### src/rtl/eeprom_mirror_rx_pkg.sv
// ----------------------------------------------------------------------------
// eeprom_mirror_rx_pkg
// Shared types and constants for the EEPROM mirror-stream receiver:
//   - EEPROMSizeTypes : emulated EEPROM size (also used by the emulator)
//   - MirrorKind      : decoded operation kind of a mirror frame
//   - mirror_entry_t  : one queued frame (kind, word address, data), 28 bits
//   - frame lengths, address masks and the erase fill pattern
// ----------------------------------------------------------------------------
package eeprom_mirror_rx_pkg;

    typedef enum logic [1:0] {
        eepromSize_128B     = 2'd0,
        eepromSize_1KB      = 2'd1,
        eepromSize_2KB      = 2'd2,
        eepromSize_NoEEPROM = 2'd3
    } EEPROMSizeTypes;

    typedef enum logic [1:0] {
        mirrorKind_Write    = 2'd0,
        mirrorKind_WriteAll = 2'd1,
        mirrorKind_Erase    = 2'd2,
        mirrorKind_EraseAll = 2'd3
    } MirrorKind;

    typedef enum logic {
        ST_IDLE  = 1'b0,
        ST_SHIFT = 1'b1
    } rx_state_t;

    typedef struct packed {
        MirrorKind   kind;
        logic [9:0]  addr;
        logic [15:0] data;
    } mirror_entry_t;

    // Qualified bit counts of the two emulator frame shapes.
    localparam logic [5:0] FRAME_LEN_SHORT = 6'd16;
    localparam logic [5:0] FRAME_LEN_LONG  = 6'd32;
    // One past the longest frame, so over-long frames stay distinguishable.
    localparam logic [5:0] BIT_CNT_SAT     = 6'd33;

    localparam logic [9:0]  ADDR_MASK_128B = 10'h03F;
    localparam logic [9:0]  ADDR_MASK_1KB  = 10'h1FF;
    localparam logic [9:0]  ADDR_MASK_2KB  = 10'h3FF;
    localparam logic [15:0] ERASE_DATA     = 16'hFFFF;

    function automatic logic [9:0] addr_mask(input EEPROMSizeTypes size);
        case (size)
            eepromSize_128B: addr_mask = ADDR_MASK_128B;
            eepromSize_1KB:  addr_mask = ADDR_MASK_1KB;
            default:         addr_mask = ADDR_MASK_2KB;
        endcase
    endfunction

endpackage

### src/rtl/eeprom_mirror_fifo.sv
// ----------------------------------------------------------------------------
// eeprom_mirror_fifo
// Synchronous show-ahead FIFO: the head entry is always presented on rd_data
// while empty is low, and is consumed on an edge with rd_en high.
// A write and a read in the same cycle on a full FIFO both succeed.
// Ports:
//   clk, rst          clock, asynchronous active-high reset (flushes)
//   wr_en, wr_data    push request and entry
//   rd_en             pop request (ignored when empty)
//   rd_data           head entry
//   full, empty       occupancy status
// ----------------------------------------------------------------------------
module eeprom_mirror_fifo
    import eeprom_mirror_rx_pkg::*;
#(
    parameter int DEPTH = 4,
    parameter int WIDTH = 28
) (
    input  logic             clk,
    input  logic             rst,
    input  logic             wr_en,
    input  logic [WIDTH-1:0] wr_data,
    input  logic             rd_en,
    output logic [WIDTH-1:0] rd_data,
    output logic             full,
    output logic             empty
);

    localparam int AW = $clog2(DEPTH);

    logic [WIDTH-1:0] mem_q [DEPTH];
    logic [WIDTH-1:0] mem_d [DEPTH];
    // Pointers carry one extra wrap bit to tell full from empty.
    logic [AW:0]      wr_ptr_q, wr_ptr_d;
    logic [AW:0]      rd_ptr_q, rd_ptr_d;
    logic             do_wr, do_rd;

    assign empty   = (wr_ptr_q == rd_ptr_q);
    assign full    = (wr_ptr_q[AW] != rd_ptr_q[AW]) &&
                     (wr_ptr_q[AW-1:0] == rd_ptr_q[AW-1:0]);
    assign rd_data = mem_q[rd_ptr_q[AW-1:0]];

    assign do_rd = rd_en && !empty;
    // A simultaneous pop frees the slot, so a push into a full FIFO is allowed.
    assign do_wr = wr_en && (!full || do_rd);

    always_comb begin
        // NOTE: every signal assigned here gets a default first, so no path
        // leaves it unassigned and no latch is inferred.
        mem_d    = mem_q;
        wr_ptr_d = wr_ptr_q;
        rd_ptr_d = rd_ptr_q;
        if (do_wr) begin
            mem_d[wr_ptr_q[AW-1:0]] = wr_data;
            wr_ptr_d                = wr_ptr_q + 1'b1;
        end
        if (do_rd) begin
            rd_ptr_d = rd_ptr_q + 1'b1;
        end
    end

    // NOTE: the storage is reset too; it is only a few entries, and it makes
    // the head outputs read zero after reset instead of X.
    always_ff @(posedge clk or posedge rst) begin
        if (rst) begin
            for (int i = 0; i < DEPTH; i++) begin
                mem_q[i] <= '0;
            end
            wr_ptr_q <= '0;
            rd_ptr_q <= '0;
        end else begin
            // NOTE: non-blocking assignments so every flop samples the values
            // from before this edge, independent of statement order.
            mem_q    <= mem_d;
            wr_ptr_q <= wr_ptr_d;
            rd_ptr_q <= rd_ptr_d;
        end
    end

endmodule

### src/rtl/eeprom_mirror_rx.sv
// ----------------------------------------------------------------------------
// eeprom_mirror_rx
// Receives the serial mirror stream emitted by the EEPROM emulator on every
// internal write/erase, decodes each frame into (kind, word address, data)
// and queues it for the save-flash writer through a valid/ready FIFO.
// Ports:
//   SClk, Reset       system clock, asynchronous active-high reset
//   EEPROMSize        emulated size; sampled at frame end
//   SPIDo             serial data, MSB first
//   SPISel            frame select, active low
//   SPIClkRunning     qualifies SPIDo as a frame bit
//   FrameReady        downstream accepts the head entry
//   ErrorClear        clears FrameError and Overflow
//   FrameValid        head entry available
//   FrameKind/Addr/Data  head entry contents
//   Busy              frame in progress
//   FrameError        sticky: bad frame length or opcode
//   Overflow          sticky: valid frame dropped because the FIFO was full
// ----------------------------------------------------------------------------
module eeprom_mirror_rx
    import eeprom_mirror_rx_pkg::*;
#(
    parameter int DEPTH = 4
) (
    input  logic        SClk,
    input  logic        Reset,
    input  logic [1:0]  EEPROMSize,
    input  logic        SPIDo,
    input  logic        SPISel,
    input  logic        SPIClkRunning,
    input  logic        FrameReady,
    input  logic        ErrorClear,
    output logic        FrameValid,
    output logic [1:0]  FrameKind,
    output logic [9:0]  FrameAddr,
    output logic [15:0] FrameData,
    output logic        Busy,
    output logic        FrameError,
    output logic        Overflow
);

    rx_state_t      state_q, state_d;
    logic [31:0]    shreg_q, shreg_d;
    logic [5:0]     cnt_q, cnt_d;
    logic           err_q, err_d;
    logic           ovf_q, ovf_d;

    EEPROMSizeTypes size;
    logic [15:0]    command;
    logic [4:0]     op;
    logic [9:0]     masked_addr;
    mirror_entry_t  dec_entry;
    logic           dec_ok;
    logic           frame_end;
    logic           push, pop, err_evt, ovf_evt;
    mirror_entry_t  head_entry;
    logic           fifo_full, fifo_empty;

    // Frame FSM, shifter and bit counter.
    always_comb begin
        state_d = state_q;
        shreg_d = shreg_q;
        cnt_d   = cnt_q;
        case (state_q)
            ST_IDLE: begin
                cnt_d = '0;
                if (!SPISel) begin
                    state_d = ST_SHIFT;
                end
            end
            default: begin
                if (SPISel) begin
                    state_d = ST_IDLE;
                end else if (SPIClkRunning) begin
                    if (cnt_q < FRAME_LEN_LONG) begin
                        shreg_d = {shreg_q[30:0], SPIDo};
                    end
                    if (cnt_q < BIT_CNT_SAT) begin
                        cnt_d = cnt_q + 6'd1;
                    end
                end
            end
        endcase
    end

    // Decode, evaluated combinationally and used only on the frame-end edge.
    // A short frame's command sits in the low half of the shifter.
    always_comb begin
        size        = EEPROMSizeTypes'(EEPROMSize);
        command     = (cnt_q == FRAME_LEN_LONG) ? shreg_q[31:16] : shreg_q[15:0];
        op          = (size == eepromSize_128B) ? command[8:4] : command[12:8];
        masked_addr = command[9:0] & addr_mask(size);
        dec_entry   = '0;
        dec_ok      = 1'b0;
        if (cnt_q == FRAME_LEN_LONG) begin
            if (op[4:2] == 3'b101) begin
                dec_ok         = 1'b1;
                dec_entry.kind = mirrorKind_Write;
                dec_entry.addr = masked_addr;
                dec_entry.data = shreg_q[15:0];
            end else if (op == 5'b10001) begin
                dec_ok         = 1'b1;
                dec_entry.kind = mirrorKind_WriteAll;
                dec_entry.data = shreg_q[15:0];
            end
        end else if (cnt_q == FRAME_LEN_SHORT) begin
            if (op[4:2] == 3'b111) begin
                dec_ok         = 1'b1;
                dec_entry.kind = mirrorKind_Erase;
                dec_entry.addr = masked_addr;
                dec_entry.data = ERASE_DATA;
            end else if (op == 5'b10010) begin
                dec_ok         = 1'b1;
                dec_entry.kind = mirrorKind_EraseAll;
                dec_entry.data = ERASE_DATA;
            end
        end
    end

    // With no EEPROM emulated, frames are consumed silently.
    assign frame_end = (state_q == ST_SHIFT) && SPISel;
    assign push      = frame_end && dec_ok && (size != eepromSize_NoEEPROM);
    assign err_evt   = frame_end && !dec_ok && (size != eepromSize_NoEEPROM);
    assign pop       = !fifo_empty && FrameReady;
    assign ovf_evt   = push && fifo_full && !pop;

    // Sticky flags: a new event in the same cycle as a clear keeps the flag.
    always_comb begin
        err_d = ErrorClear ? 1'b0 : err_q;
        ovf_d = ErrorClear ? 1'b0 : ovf_q;
        if (err_evt) err_d = 1'b1;
        if (ovf_evt) ovf_d = 1'b1;
    end

    always_ff @(posedge SClk or posedge Reset) begin
        if (Reset) begin
            state_q <= ST_IDLE;
            shreg_q <= '0;
            cnt_q   <= '0;
            err_q   <= 1'b0;
            ovf_q   <= 1'b0;
        end else begin
            state_q <= state_d;
            shreg_q <= shreg_d;
            cnt_q   <= cnt_d;
            err_q   <= err_d;
            ovf_q   <= ovf_d;
        end
    end

    eeprom_mirror_fifo #(
        .DEPTH (DEPTH),
        .WIDTH ($bits(mirror_entry_t))
    ) u_fifo (
        .clk     (SClk),
        .rst     (Reset),
        .wr_en   (push),
        .wr_data (dec_entry),
        .rd_en   (FrameReady),
        .rd_data (head_entry),
        .full    (fifo_full),
        .empty   (fifo_empty)
    );

    assign FrameValid = !fifo_empty;
    assign FrameKind  = head_entry.kind;
    assign FrameAddr  = head_entry.addr;
    assign FrameData  = head_entry.data;
    assign Busy       = (state_q == ST_SHIFT);
    assign FrameError = err_q;
    assign Overflow   = ovf_q;

endmodule

### config.mk
export PLATFORM = sky130hd
export DESIGN_NAME = eeprom_mirror_rx
export DESIGN_NICKNAME = d
export VERILOG_FILES = /design/src/rtl/eeprom_mirror_rx_pkg.sv /design/src/rtl/eeprom_mirror_fifo.sv /design/src/rtl/eeprom_mirror_rx.sv
export SDC_FILE = /design/constraint.sdc
export NUM_CORES = 1
export LEC_CHECK = 0
export ABC_CLOCK_PERIOD_IN_PS = 9100
export BUFFER_PORTS_ARGS = -buffer_cell sky130_fd_sc_hd__buf_2
export CAP_MARGIN = 5
export CORE_UTILIZATION = 65
export DETAILED_ROUTE_END_ITERATION = 6
export PLACE_DENSITY = 0.84
export SLEW_MARGIN = 20
export SYNTH_ARGS = -nofsm -noshare
export SYNTH_HDL_FRONTEND = slang
export SYNTH_SLANG_ARGS = --single-unit
### constraint.sdc
create_clock -name SClk -period 9.1 [get_ports SClk]
set_clock_uncertainty 0.15 [all_clocks]
set_input_delay 1.82 -clock SClk [delete_from_list [all_inputs] [get_ports SClk]]
set_output_delay 1.82 -clock SClk [all_outputs]
set_load 0.005 [all_outputs]
==> Word level (Yosys, flattened, before mapping) <==
Index checks and enable logic that the tools add are counted.
{ "word_totals": {"register_bits": 156, "inputBits": 9, "out_inout_bits": 32, "word_cells": 93} }
{ "classes": {"add_sub_neg": 3, "n_lt_le_gt_ge": 5, "n_eq_ne": 14, "mux": 35, "bitwise_logic": 4, "n_reduce_logical": 21} }
{ "ops": {"columns": ["cell", "count"], "rows": [
  ["28-bit two-way mux", 5],
  ["112-bit bitwise mux", 1],
  ["16-bit two-way mux", 4],
  ["28-bit binary-select mux with 2-bit select", 1],
  ["28-bit demux with 2-bit select", 1],
  ["6-bit two-way mux", 4],
  ["10-bit two-way mux", 2],
  ["10-bit one-hot mux with 2 select lines", 1],
  ["13-bit two-way mux", 1],
  ["6-bit less-than comparator (second input constant)", 2],
  ["1-bit two-way mux", 12],
  ["1-bit logical AND", 11],
  ["10-bit bitwise AND", 1],
  ["5-bit equality test (second input constant)", 2],
  ["3-bit by 1-bit adder with 3-bit output (second input constant)", 2],
  ["6-bit by 1-bit adder with 6-bit output (second input constant)", 1],
  ["3-bit equality test (second input constant)", 2],
  ["6-bit by 5-bit equality test with 1-bit output (second input constant)", 1],
  ["6-bit equality test (second input constant)", 1],
  ["3-bit greater-or-equal comparator (second input constant)", 2],
  ["2-bit != test (second input constant)", 3],
  ["2-bit NOT with 3-bit output", 2],
  ["5-bit two-way mux", 1],
  ["1-bit zero test", 4],
  ["other kinds (13)", 15]
]} }

==> Longest topological paths before layout <==
Gate-level depths: netlist (run 1).
{ "depth": {"depth_word": 13, "mapped_depth": 10, "mapped_depth_nobuf": 9} }

==> By module <==
Synthesis (run 1) repeated with hierarchy kept, for this count alone.
{ "unflattened": {"cells_unflattened": 539, "hier_area_um2": 7683.6} }
{ "by_module_without_submodules": {"columns": ["module", "instances", "cells_per_inst", "area_each_um2", "seq_area_each_um2"], "rows": [
  ["eeprom_mirror_fifo", 1, 306, 5539.1, 2952.8],
  ["eeprom_mirror_rx", 1, 233, 2144.6, 950.9]
]} }

==> Worst setup path before layout (run 1) <==
OpenSTA, ideal clock, no wires.
{ "synth_timing": {"kind": "input to register", "startpoint": "in EEPROMSize[1]", "endpoint": "reg u_fifo.mem_q[0] (netlist name)", "setup_ns": 0.127, "arrival_ns": 3.787, "t_required_ns": 8.823, "setup_slack_ns": 5.035, "cell_stages": 9, "n_path_buf": 2, "cell_sequence": "nor2_1 > clkbuf_1 > nand3b_1 > o21ai_0 > a2bb2oi_1 > mux2_4 > nor2_8 > buf_6 > mux2_1"} }
{ "synth_via": {"elab_chain_cells": 10, "word_cells_on_any_way": 23, "classes_between": "eq/ne: 5; mux: 14; reduce/logical: 4"} }
{ "synth_lines": {"columns": ["element", "line", "rtl"], "rows": [
  ["start: declaration", "eeprom_mirror_rx.sv:27", "input logic [1:0] EEPROMSize,"],
  ["2-bit zero test", "eeprom_mirror_rx.sv:91", "op = (size == eepromSize_128B) ? command[8:4] : command[12:8];"],
  ["5-bit two-way mux", "eeprom_mirror_rx.sv:91", null],
  ["5-bit equality test", "eeprom_mirror_rx.sv:112", "end else if (op == 5'b10010) begin"],
  ["1-bit two-way mux", "eeprom_mirror_rx.sv:112", null],
  ["1-bit two-way mux", "eeprom_mirror_rx.sv:107", "if (op[4:2] == 3'b111) begin"],
  ["1-bit two-way mux", "eeprom_mirror_rx.sv:106", "end else if (cnt_q == FRAME_LEN_SHORT) begin"],
  ["1-bit two-way mux", "eeprom_mirror_rx.sv:95", "if (cnt_q == FRAME_LEN_LONG) begin"],
  ["1-bit logical AND (2 in series)", "eeprom_mirror_rx.sv:122", "assign push = frame_end && dec_ok && (size != eepromSize_NoEEPROM);"],
  ["1-bit logical AND", "eeprom_mirror_fifo.sv:45", "assign do_wr = wr_en && (!full || do_rd);"],
  ["end signal: assignment", "eeprom_mirror_fifo.sv:74", "mem_q <= mem_d;"],
  ["end: declaration", "eeprom_mirror_fifo.sv:31", "logic [WIDTH-1:0] mem_q [DEPTH];"]
]} }
Parallel ways exist; a longest one is shown, timed or not.
A chain may end at the register's enable or synchronous reset.

==> Worst setup path in the final report (run 1) <==
{ "layout_timing": {"startpoint": "in EEPROMSize[1]", "endpoint": "reg u_fifo.mem_q[9] (netlist name)"} }
Same word-level chain as after synthesis.

==> results of run 1 <==
-- how the worst max path moves through the flow --
stage	endpoint	slack (ns)	cells after the start
global placement	u_fifo.mem_q[20]	4.10	8
CTS	u_fifo.mem_q[9]	4.36	8
detailed placement	u_fifo.mem_q[20]	3.96	8
global route	u_fifo.mem_q[9]	4.14	8
floorplan	Busy	2.92	1
finish	u_fifo.mem_q[9]	4.31	8
-- power by group --
group / switching [mW] / internal [mW]
sequential: 0.0264 / 0.712
combinational: 0.0541 / 0.0356
clock: 0.258 / 0.450
total: 0.339 / 1.20
-- cell families after synthesis --
group / after synthesis / synth area share, %
multiplexers: 175 / 31.4
flip-flops: 156 / 53.0
AND/OR/NAND/NOR: 90 / 7.92
buffers and inverters: 31 / 2.55
AO/OA/AOI/OAI: 30 / 2.45
XOR/XNOR: 11 / 1.31
adder cells (fa/ha/maj): 8 / 1.36
-- layer usage --
layer	wire length [um]	GRT usage, %	up-vias
met4	340	10.4	0
met5	0	0	-
met2	7360	45.5	113
met1	6110	35.2	2253
li1	-	-	1912
met3	566	6.57	31
-- through the flow --
stage	setup WS (ns)	area (um2)	hold slack, ns
3_3_place_gp	4.10	7630	0.312
6_report	4.31	8220	0.333
4_1_cts	4.36	8220	0.335
5_1_grt	4.14	8220	0.343
2_1_floorplan	2.92	7360	0.302
3_5_place_dp	3.96	7630	0.322
-- synth_stat cells, drive strengths merged (2+ instances only) --
cell type	count	share of area, %
mux2i	6	0.99
nand2	27	1.4
nand2b	17	1.4
a211oi	2	0.20
mux4	29	8.9
xnor2	7	0.83
nand3	9	0.78
clkbuf	7	0.36
nor3	3	0.36
nor3b	4	0.41
mux2	140	22
dfrtp	156	53
o31ai	4	0.41
ha	8	1.4
nor4b	3	0.36
xor2	4	0.48
nor2	10	1.4
inv	8	0.41
a21oi	9	0.61
buf	16	1.8
a22oi	2	0.20
o21ai	9	0.61
nand3b	2	0.37
nor2b	4	0.34
and2	4	0.34
-- cells in the final DEF (no fill, tap or decap), drive strengths merged, types with 2 or more instances in the layout --
cell	Yosys	layout
mux4	29	29
o31ai	4	4
nand2b	17	17
xor2	4	4
nor3b	4	4
nor4b	3	3
mux2i	6	6
nor3	3	3
o21ai	9	9
nor2b	4	4
mux2	140	140
clkinv	0	3
and2	4	4
clkbuf	7	24
a211oi	2	2
xnor2	7	7
bufinv	0	3
nand2	27	27
inv	8	8
a22oi	2	2
nand3b	2	2
ha	8	8
buf	16	45
a21oi	9	9
dfrtp	156	156
nor2	10	10
nand3	9	9
-- flip-flops by register name, summed over array words and instances (netlist names) --
name,flops
Overflow,1
shreg_q,29
cnt_q,6
u_fifo.wr_ptr_q,3
u_fifo.mem_q,112
Busy,1
FrameError,1
u_fifo.rd_ptr_q,3
-- area by class of cell --
class                      count  area [um2]  share of cell area [%]
inverter                       8        35.0                   0.426
timing repair buffer          45         238                    2.89
clock buffer                  24         482                    5.86
clock inverter                 7         113                    1.37
sequential                   156        3910                    47.5
multi-input combinational    314        3270                    39.8
tap                          140         175                    2.13
==> impl_metrics.tcl, run 1 <==
set metrics [dict create \
    run_status "completed" \
    nets 559 \
    leakage_nw 4.20 \
    worst_hold_path.num_cells 1 \
    std_cell_rows 38 \
    worst-slew-pin-transition_ns 1.01 \
    crit_path_max_incr_delay_ns 0.77 \
    total_routing_resource_utilization_after_global_routing_pct 27.5 \
    drt.antenna.violating_nets 0 \
    fmax_mhz 209 \
    number_of_remaining_drc_errors 0 \
    crit_chain "buf_2 -> nor2_1 -> mux2i_1 -> o21ai_0 -> a2bb2oi_1 -> mux2_4 -> nor2_8 -> mux2_1" \
    yosys_register_bits 156 \
    timing.critical_path.from_type "primary input" \
    critPathRequiredTime_ns 9.25 \
    routed_via_density 6.21 \
    synth_cells 501 \
    post_layout_nonfiller_instances 694 \
    hold_viol 0 \
    post-route-util_pct 75.2 \
    r2r_end "u_fifo.mem_q[101]" \
    ys_seq_area_share_pct 53.0 \
    worst_slew_margin_rel_pct 32.5 \
    htree_levels 4 \
    clock_path_buffers 2 \
    peak_supply_drop_v 0.000129 \
    final.min_clock_period_ns 4.79 \
    timing_max_transition_violations_final 0 \
    die_height_um 108 \
    r2r_slack_ns 5.64 \
    syn_to_final_growth_pct 11.7 \
    antenna_cells 0 \
    synth.lib_cells_used.distinct 45 \
    worstPathMaxFanout 28 \
    post-cts-setup-buffer-count 0 \
    ys.warnings.count 0 \
    regToRegStartpoint "u_fifo.rd_ptr_q[1]" \
    timing.critical_path.max_delay_family "simple AND/OR/NAND/NOR gates" \
    dieArea_um2 11800 \
    insertion_delay_ns 0.42 \
    drt-total-wl_mm 14.4 \
    drt-wirelength-per-cell_um 20.7 \
    crit_path_start "EEPROMSize[1]" \
    worstSetupPathType "in2reg" \
    core-area_um2 10900 \
    min_period_over_period_pct 52.7 \
    tritoncts "built" \
    async_flop_share_pct 100 \
    drt_pre_antenna_iters 5 \
    dp_hpwl_mm 8.97 \
    globalRouteOverflowTotal 0 \
    holdPathEnd "u_fifo.mem_q[66]" \
    rsz_0062_raised_after_global_routing "false" \
    grt_pass1_vias 4654 \
    starting_utilization_of_the_core_area_pct 67.3 \
    via_count 4309 \
    final_setup_viols 0 \
    cts.sink_count 156 \
    tns_ns 0 \
    clk_pin_slew_ns 0.06 \
    fillCellCount 691 \
    synth_ff_type "sky130_fd_sc_hd__dfrtp_1" \
    totalPowerFinal_mw 1.54 \
    antenna_violations_before_repair 0 \
    synth_area_um2 7360 \
    crit_slowest_cell "sky130_fd_sc_hd__nor2_1" \
    routability_driven_placement_congestion_ratio 0.944 \
    post-place-cells 663 \
    post_cts_resize_count 0 \
    dieWidth_um 108 \
    io_pins 41 \
    root_buffer_cell "sky130_fd_sc_hd__clkbuf_16" \
    worst_setup_path_end_kind "flop" \
    cp_num_buf_inv 1 \
    arrival_ns 4.94 \
    cts_made_buffers 17 \
    drt-initial-drc-count 178 \
    pwr_density_cell_nw_per_um2 187 \
    hold_buffers 0 \
    timing.max_cap.violations 0 \
    port_buffers 40 \
    global_route_wire_length_before_repair_mm 23.7 \
    grt_max_degree 88 \
    fraction_of_final_layout_cells_with_drive_strength_greater_than_1_pct 35.7 \
    worstRegToRegCells 7 \
    min_delay_worst_type "reg2reg" \
    synthesis.nets 518 \
    syn_avg_cell_area_um2 14.7 \
    synth_edf_count 0 \
    timing.hold.worst.start "u_fifo.mem_q[66]" \
]
Power figures use the tool's default switching activity.
==> run 2: changes to the inputs <==
Settings changed: ABC_CLOCK_PERIOD_IN_PS 9100 to 4800, CORE_UTILIZATION 65 to 61, PLACE_DENSITY 0.84 to 0.8.
Clock period 9.1 ns to 4.8 ns, I/O delays scaled along.
==> impl_metrics.tcl, run 2 (synthesis results as in run 1) <==
set metrics [dict create \
    total_routing_resource_utilization_after_global_routing_pct 24.7 \
    starting_utilization_of_the_core_area_pct 63.6 \
    dp_hpwl_mm 8.88 \
    holdPathEnd "u_fifo.mem_q[16]" \
    worst-slew-pin-transition_ns 0.735 \
    nets 561 \
    drt-initial-drc-count 243 \
    via_count 4227 \
    multi_input_comb_area_um2 3270 \
    largest_register_ffs 112 \
    min_delay_worst_type "reg2reg" \
    post-cts-setup-buffer-count 0 \
    layout_setup_ws_ns 1.30 \
    global_route_wire_length_before_repair_mm 23.4 \
    run_status "finished with violations" \
    worst_slew_margin_rel_pct 51.0 \
    mostFrequentLayoutCells "sky130_fd_sc_hd__dfrtp_1, sky130_fd_sc_hd__mux2_2, sky130_fd_sc_hd__mux2_1, sky130_fd_sc_hd__buf_2, sky130_fd_sc_hd__mux4_2" \
    top_registers "u_fifo.mem_q (112), shreg_q (29), cnt_q (6)" \
    grt_pass1_vias 4428 \
    clock_path_buffers 2 \
    cell_internal_pwr_mw 2.34 \
    dieArea_um2 12500 \
    worstSetupPathType "reg2out" \
    violations "DRC" \
    number_of_remaining_drc_errors 3 \
    dieWidth_um 112 \
    final_setup_viols 0 \
    final.min_clock_period_ns 3.50 \
    clk_pin_slew_ns 0.06 \
    rsz_0062_raised_after_global_routing "false" \
    most_common_cell_after_layout_fill_and_taps_aside "sky130_fd_sc_hd__dfrtp_1" \
    min_period_over_period_pct 72.9 \
    pwr_density_cell_nw_per_um2 365 \
    htree_levels 4 \
    peak_supply_drop_v 0.000340 \
    drt-wirelength-per-cell_um 19.7 \
    critPathRequiredTime_ns 3.69 \
    worst_setup_path_end_kind "primary output" \
    final-seq-area_um2 3910 \
    fraction_of_final_layout_cells_with_drive_strength_greater_than_1_pct 36.6 \
    drt_pre_antenna_iters 7 \
    post_cts_resize_count 0 \
    port_buffers 40 \
    arrival_ns 2.39 \
    net_sw_power_mw 0.684 \
    r2r_slack_ns 1.42 \
    leakage_nw 4.23 \
    switching_share_pct 22.6 \
    syn_to_final_growth_pct 12.8 \
    fillCellCount 739 \
    hold_viol 0 \
    preCtsSetupSlack_ns 1.04 \
    drt.antenna.violating_nets 0 \
    routed_via_density 6.04 \
    antenna_violations_before_repair 0 \
    root_buffer_cell "sky130_fd_sc_hd__clkbuf_16" \
    pwr-share-clk_pct 48.1 \
    timing_max_transition_violations_final 0 \
    regToRegStartpoint "cnt_q[0]" \
    routability_driven_placement_congestion_ratio 0.890 \
    cts.sink_count 156 \
    worstPathMaxFanout 20 \
    power.share.combinational_pct 5.6 \
    fmax_mhz 286 \
    r2r_end "u_fifo.mem_q[19]" \
    die_height_um 112 \
    worstRegToRegCells 8 \
    timing.critical_path.from_type "flop" \
    core-area_um2 11600 \
    worst_hold_path.num_cells 1 \
    antenna_cells 0 \
    io_pins 41 \
    cts_made_buffers 17 \
    share_seq_of_total_power_pct 46.3 \
    tns_ns 0 \
    tritoncts "built" \
    hold_buffers 0 \
    grt_max_degree 109 \
    timing.hold.worst.start "u_fifo.mem_q[16]" \
    insertion_delay_ns 0.42 \
    timing.max_cap.violations 0 \
    drt-total-wl_mm 13.8 \
    std_cell_rows 39 \
    globalRouteOverflowTotal 0 \
    registers.top_by_ff_count "u_fifo.mem_q" \
]
## run 2: worst max-delay path by stage
stage,cells after the start,slack [ns],startpoint,to
2_1_floorplan,9,1.60,EEPROMSize[1],u_fifo.mem_q[0]
3_3_place_gp,9,1.11,EEPROMSize[1],u_fifo.mem_q[20]
3_5_place_dp,9,1.04,EEPROMSize[1],u_fifo.mem_q[20]
4_1_cts,3,1.24,u_fifo.rd_ptr_q[0],FrameAddr[3]
5_1_grt,3,1.18,u_fifo.rd_ptr_q[0],FrameAddr[3]
6_report,3,1.30,u_fifo.rd_ptr_q[0],FrameAddr[3]
## run 2: routing by layer
metal / global-route usage, % / share of wire (%)
met3: 5.12 / 2.5
met4: 8.11 / 0.93
met2: 40.0 / 51
met1: 33.7 / 46
met5: 0 / 0
## run 2: through the flow
stage	cell area, um2	cells	power [mW]	util (%)	hold WS (ns)
after global routing	8310	700	3.13	71.8	0.350
after global placement	7660	668	1.58	66.2	0.312
after detailed placement	7660	668	1.59	66.2	0.320
after floorplan	7360	501	1.53	-	0.302
after CTS	8310	700	3.05	71.8	0.332
final	8310	700	3.03	71.8	0.335
## run 2: area by class of cell
class	count	area share, %
Clock buffer	18	5.17
Clock inverter	14	2.64
Inverter	8	0.407
Timing Repair Buffer	47	3.19
Tap cell	143	2.15
Multi-Input combinational cell	314	39.4
Sequential cell	156	47.0
## run 2: worst max-delay path, cell delays in order, from the launching register on
cell	delay [ns]
sky130_fd_sc_hd__dfrtp_1	0.81
sky130_fd_sc_hd__buf_4	0.45
sky130_fd_sc_hd__mux4_2	0.55
sky130_fd_sc_hd__buf_2	0.15
## run 2: power groups by stage
stage                     Clock (mW)  Sequential, mW  Combinational [mW]
after floorplan                    0            1.40               0.129
after global placement             0            1.42               0.163
after detailed placement           0            1.42               0.169
after CTS                       1.48            1.40               0.171
after global routing            1.54            1.41               0.188
final                           1.46            1.40               0.169
